## src/rtl/if_fetch_unit.sv

```systemverilog
// ----------------------------------------------------------------------------
// if_fetch_unit
//
// Instruction-fetch stage between the program-counter stage and decode.
// Keeps a sequential fetch address, issues requests to instruction memory over
// a req/gnt/rvalid handshake and buffers returned words, together with their
// PCs, in a small FIFO that decode drains under valid/ready. A redirect flushes
// the buffer, restarts fetch at the new address and marks every in-flight
// response as stale so it is dropped on return.
//
// Optional feature macro: IF_FETCH_PERF_EN
//   When defined, adds stall_cnt_o, a saturating count of cycles where decode
//   was ready but no instruction was available.
//
// Ports
//   clk            in   1   clock, all state on rising edge
//   rst            in   1   synchronous active-high reset
//   redirect_i     in   1   pulse: restart fetch at redirect_pc_i
//   redirect_pc_i  in   32  new fetch address (low 2 bits ignored)
//   imem_req_o     out  1   request valid to instruction memory
//   imem_addr_o    out  32  request address (current fetch PC)
//   imem_gnt_i     in   1   request accepted this cycle
//   imem_rvalid_i  in   1   read data valid, in order, one per grant
//   imem_rdata_i   in   32  instruction word
//   id_valid_o     out  1   buffer head valid to decode
//   id_ready_i     in   1   decode accepts head
//   id_instr_o     out  32  head instruction
//   id_pc_o        out  32  head instruction PC
//   stall_cnt_o    out  32  decode-starved cycle count (IF_FETCH_PERF_EN only)
// ----------------------------------------------------------------------------
module if_fetch_unit #(
    parameter int unsigned FIFO_DEPTH      = 4,
    parameter int unsigned MAX_OUTSTANDING = 2,
    parameter logic [31:0] RESET_ADDR      = 32'h0
) (
    input  logic        clk,
    input  logic        rst,
    input  logic        redirect_i,
    input  logic [31:0] redirect_pc_i,
    output logic        imem_req_o,
    output logic [31:0] imem_addr_o,
    input  logic        imem_gnt_i,
    input  logic        imem_rvalid_i,
    input  logic [31:0] imem_rdata_i,
    output logic        id_valid_o,
    input  logic        id_ready_i,
    output logic [31:0] id_instr_o,
    output logic [31:0] id_pc_o
`ifdef IF_FETCH_PERF_EN
    ,
    output logic [31:0] stall_cnt_o
`endif
);

    localparam int unsigned PTR_W = $clog2(FIFO_DEPTH);
    localparam int unsigned CNT_W = PTR_W + 1;
    localparam int unsigned OUT_W = $clog2(MAX_OUTSTANDING + 1);

    logic [31:0]      r_fetch_pc;
    logic [31:0]      r_resp_pc;
    logic [31:0]      r_instr [FIFO_DEPTH];
    logic [31:0]      r_pc    [FIFO_DEPTH];
    logic [PTR_W-1:0] r_wptr;
    logic [PTR_W-1:0] r_rptr;
    logic [CNT_W-1:0] r_count;
    logic [OUT_W-1:0] r_outstanding;
    logic [OUT_W-1:0] r_discard;

    logic [CNT_W-1:0] w_count_d;
    logic [OUT_W-1:0] w_outstanding_d;
    logic [OUT_W-1:0] w_discard_d;
    logic             w_credit;
    logic             w_grant;
    logic             w_rvalid;
    logic             w_push;
    logic             w_pop;
    logic [31:0]      w_redirect_pc;

    // Credit covers both the outstanding limit and a reserved FIFO slot for
    // every in-flight request, so a returning word can always be pushed.
    assign w_credit = (32'(r_outstanding) < MAX_OUTSTANDING) &&
                      ((32'(r_count) + 32'(r_outstanding)) < FIFO_DEPTH);

    assign imem_req_o    = !rst && !redirect_i && w_credit;
    assign imem_addr_o   = r_fetch_pc;
    assign w_grant       = imem_req_o && imem_gnt_i;
    // An rvalid with nothing outstanding is a protocol error and is ignored.
    assign w_rvalid      = imem_rvalid_i && (r_outstanding != '0);
    assign w_push        = w_rvalid && (r_discard == '0) && !redirect_i;
    assign w_pop         = id_valid_o && id_ready_i;
    assign w_redirect_pc = redirect_pc_i & 32'hFFFF_FFFC;

    assign id_valid_o = (r_count != '0);
    assign id_instr_o = r_instr[r_rptr];
    assign id_pc_o    = r_pc[r_rptr];

    always_comb begin
        w_outstanding_d = r_outstanding;
        if (w_grant && !w_rvalid) begin
            w_outstanding_d = r_outstanding + OUT_W'(1);
        end else if (!w_grant && w_rvalid) begin
            w_outstanding_d = r_outstanding - OUT_W'(1);
        end
    end

    always_comb begin
        w_discard_d = r_discard;
        if (redirect_i) begin
            // Everything still in flight after this cycle's return is stale;
            // r_outstanding already includes any earlier stale requests.
            w_discard_d = r_outstanding - OUT_W'(w_rvalid);
        end else if (w_rvalid && (r_discard != '0)) begin
            w_discard_d = r_discard - OUT_W'(1);
        end
    end

    always_comb begin
        w_count_d = r_count;
        if (redirect_i) begin
            w_count_d = '0;
        end else if (w_push && !w_pop) begin
            w_count_d = r_count + CNT_W'(1);
        end else if (!w_push && w_pop) begin
            w_count_d = r_count - CNT_W'(1);
        end
    end

    always_ff @(posedge clk) begin
        if (rst) begin
            r_fetch_pc    <= RESET_ADDR;
            r_resp_pc     <= RESET_ADDR;
            r_wptr        <= '0;
            r_rptr        <= '0;
            r_count       <= '0;
            r_outstanding <= '0;
            r_discard     <= '0;
        end else begin
            r_count       <= w_count_d;
            r_outstanding <= w_outstanding_d;
            r_discard     <= w_discard_d;
            if (redirect_i) begin
                r_fetch_pc <= w_redirect_pc;
                r_resp_pc  <= w_redirect_pc;
                r_wptr     <= '0;
                r_rptr     <= '0;
            end else begin
                if (w_grant) begin
                    r_fetch_pc <= r_fetch_pc + 32'd4;
                end
                if (w_push) begin
                    r_resp_pc <= r_resp_pc + 32'd4;
                    r_wptr    <= r_wptr + PTR_W'(1);
                end
                if (w_pop) begin
                    r_rptr <= r_rptr + PTR_W'(1);
                end
            end
        end
    end

    // Storage is cleared on reset so the head outputs read zero afterwards.
    always_ff @(posedge clk) begin
        if (rst) begin
            for (int i = 0; i < FIFO_DEPTH; i++) begin
                r_instr[i] <= '0;
                r_pc[i]    <= '0;
            end
        end else if (w_push) begin
            r_instr[r_wptr] <= imem_rdata_i;
            r_pc[r_wptr]    <= r_resp_pc;
        end
    end

`ifdef IF_FETCH_PERF_EN
    logic [31:0] r_stall_cnt;

    always_ff @(posedge clk) begin
        if (rst) begin
            r_stall_cnt <= '0;
        end else if (id_ready_i && !id_valid_o && (r_stall_cnt != 32'hFFFF_FFFF)) begin
            r_stall_cnt <= r_stall_cnt + 32'd1;
        end
    end

    assign stall_cnt_o = r_stall_cnt;
`endif

`ifndef SYNTHESIS
    always @(posedge clk) begin
        if (!rst) begin
            assert (!(imem_rvalid_i && (r_outstanding == '0)))
                else $error("if_fetch_unit: rvalid with no outstanding request");
        end
    end
`endif

endmodule

```

## config.mk

```make
export PLATFORM = sky130hd
export DESIGN_NAME = if_fetch_unit
export DESIGN_NICKNAME = d
export VERILOG_FILES = /design/src/rtl/if_fetch_unit.sv
export SDC_FILE = /design/constraint.sdc
export NUM_CORES = 1
export LEC_CHECK = 0
export BUFFER_PORTS_ARGS = -buffer_cell sky130_fd_sc_hd__buf_2
export CORE_UTILIZATION = 40
export DETAILED_ROUTE_END_ITERATION = 16
export SLEW_MARGIN = 20
export SYNTH_ARGS = -nofsm -noshare
export SYNTH_HDL_FRONTEND = slang
export SYNTH_SLANG_ARGS = --single-unit
export TNS_END_PERCENT = 10
```

## constraint.sdc

```tcl
create_clock -name clk -period 9 [get_ports clk]
set_clock_uncertainty 0.05 [all_clocks]
set_input_delay 0.9 -clock clk [delete_from_list [all_inputs] [get_ports clk]]
set_output_delay 0.9 -clock clk [all_outputs]
set_load 0.1 [all_outputs]
```

==> impl_metrics.tcl <==
set metrics [dict create \
    status "complete, no violations" \
    vias 9266 \
    critPathMaxFanout 45 \
    combPwrFrac_pct 18.5 \
    coreArea_um2 34600 \
    cts_buffers 36 \
    path_class "register to output port" \
    die-area_um2 36100 \
    layout-drive-gt1-share_pct 22.9 \
    grt_pass1_vias 9104 \
    yosys_warnings 0 \
    rsz0062_at_grt "false" \
    cp.arrival_ns 2.89 \
    grt-ovfl-total 0 \
    ys_types 58 \
    pwr-share-clk_pct 35.7 \
    mostFrequentLayoutCell "edfxtp_1" \
    netlist_area_um2 14100 \
    ys_seq_area_share_pct 63.1 \
    htreeDepth 2 \
    max-clock-path-buffers 3 \
    reg2reg_setup_slack_ns 6.01 \
    syn_inst 1154 \
    die_y_um 190 \
    setup_viol 0 \
    dp_cells 1714 \
    worst-slew-pin-transition_ns 0.967 \
    worstPathRequired_ns 8.05 \
    antenna_found_initial 0 \
    switching_share_pct 31.2 \
    drt_first_pass_iters 5 \
    rows 68 \
    finalHoldViolCount 0 \
    slew_viol_final 0 \
    final_cell_mix "edfxtp_1, nor2_1, buf_2, nand2_1, inv_1" \
    async_reset_ff_share_pct 0 \
    synthToLayoutAreaGrowth_pct 16.5 \
    ir_worst_vdd_v 0.000186 \
    power_frac_seq_pct 45.8 \
    hold_class "register to register" \
    fill_cells 3126 \
    grt_pass1_wl_um 50400 \
    worst_skew_pair.late_latency_ns 0.52 \
    hpwlAfterDp_um 18700 \
    leakagePower_nw 6.38 \
    fmax_ghz 0.261 \
    powerDensity_nw_per_um2 232 \
    viasPerCell 5.22 \
    post_cts_buffers 0 \
    synth_top_flop_cell "edfxtp_1" \
    initial_core_util_pct 40.8 \
    grt_usage_pct 18.0 \
    fin_tns_setup_ns 0 \
    die_w_um 190 \
    numPortBuffers 161 \
    max_slew_margin_pct 35.0 \
    layoutNonFillerInstCount 1776 \
    post_cts_resized 0 \
    fin_util_pct 47.5 \
    fin_nets 1375 \
    ios 168 \
    internal_power_mw 2.62 \
    root_buffer "clkbuf_16" \
    clock-sinks 321 \
    hold_buffers 0 \
    ys_ff_latch 321 \
    num_antenna_cells 0 \
    drtIter0Drc 570 \
    fin_crit_sh_pct 42.6 \
    cts_tree "done" \
    fin_ws_ns 5.16 \
    end_kind "output port" \
    period_needed_ns 3.84 \
    dp_slack_ns 5.06 \
    synth_edf_count 248 \
    place_congestion 0.802 \
    holdWs_ns 0.459 \
    crit_path_start_kind "register" \
    ant_nets 0 \
    wl_per_cell_um 18.2 \
    p_sw_mw 1.19 \
    finalWirelength_um 32400 \
    syn_avg_cell_area_um2 12.2 \
    drc 0 \
    clk_pin_slew_ns 0.06 \
    drv_cap 0 \
    grt_max_degree 64 \
]
-- power groups by stage --
| stage | logic [mW] | clock network, mW | registers, mW |
|---|---|---|---|
| after floorplan | 0.528 | 0 | 1.82 |
| after global placement | 0.707 | 0 | 1.77 |
| after detailed placement | 0.711 | 0 | 1.78 |
| after CTS | 0.712 | 1.39 | 1.75 |
| after global routing | 0.746 | 1.45 | 1.76 |
| final | 0.705 | 1.36 | 1.75 |
-- Yosys cell counts, types with 7 or more instances --
cell type | n | area (µm²)
ha_1 | 7 | 87.6
or3_1 | 14 | 87.6
o21ai_0 | 22 | 110
dfxtp_1 | 73 | 1460
xor2_1 | 26 | 228
edfxtp_1 | 248 | 7450
inv_1 | 76 | 285
a21oi_1 | 22 | 110
nor2_1 | 241 | 905
xnor2_1 | 13 | 114
clkbuf_1 | 53 | 199
mux4_2 | 62 | 1400
nor3_1 | 13 | 65.1
a31oi_1 | 20 | 125
a211oi_1 | 14 | 105
nand3_1 | 22 | 110
o211ai_1 | 9 | 67.6
buf_1 | 11 | 41.3
nand2_1 | 108 | 405
nand4_1 | 19 | 119
-- state kept, by name, summed over array words and instances (netlist names), named ones only --
register       cells
imem_addr_o       30
r_count            3
r_discard          2
r_instr          128
r_outstanding      2
r_pc             120
r_resp_pc         30
r_rptr             2
r_wptr             2
-- layout make-up --
type / count / area, µm² / share of cell area (%)
inverter: 78 / 294 / 1.79
clock buffer: 45 / 945 / 5.74
sequential: 321 / 8910 / 54.2
tap: 455 / 569 / 3.46
multi-input combinational: 685 / 4690 / 28.5
timing repair buffer: 175 / 911 / 5.54
clock inverter: 17 / 136 / 0.829
-- layer usage --
layer	vias up	wire length (µm)	GRT usage [%]
met1	4517	14800	25.5
met3	36	2040	2.88
li1	4415	-	-
met4	0	459	3.82
met5	-	0	0
met2	298	15000	29.2
-- worst max-delay path: stages (launching register included) --
cell and delay (ns):
dfxtp_4 0.59, buf_4 0.79, mux4_2 0.64, buf_2 0.32
-- cells by family (layout without fill, tap and decap cells) --
group | count (synthesis) | in the layout | share of synthesized area (%)
simple gates | 451 | 451 | 13.8
flops | 321 | 321 | 63.1
buf+inv | 151 | 315 | 4.26
compound gates | 112 | 112 | 5.08
mux | 71 | 71 | 10.6
xor+xnor | 39 | 39 | 2.42
fa+ha+maj | 8 | 8 | 0.762
other cells | 1 | 4 | 0.0266
-- worst paths after layout --
kind,end,cells past startpoint,start
setup / recovery,id_pc_o[21],3,register
hold / removal,r_count[2]$_SDFFE_PP0P_,2,r_count[2]$_SDFFE_PP0P_
setup reg to reg,imem_addr_o[28]$_SDFFE_PP0P_,7,r_outstanding[1]$_SDFFE_PP0P_
hold reg to reg,r_count[2]$_SDFFE_PP0P_,2,r_count[2]$_SDFFE_PP0P_
-- metrics by stage --
| stage | instance area, µm² | power, mW |
|---|---|---|
| finish | 16500 | 3.81 |
| global placement | 15400 | 2.48 |
| detailed placement | 15400 | 2.49 |
| floorplan | 14100 | 2.35 |
| global route | 16500 | 3.95 |
| CTS | 16500 | 3.85 |
Note: power is estimated with default switching activity, not from simulation.
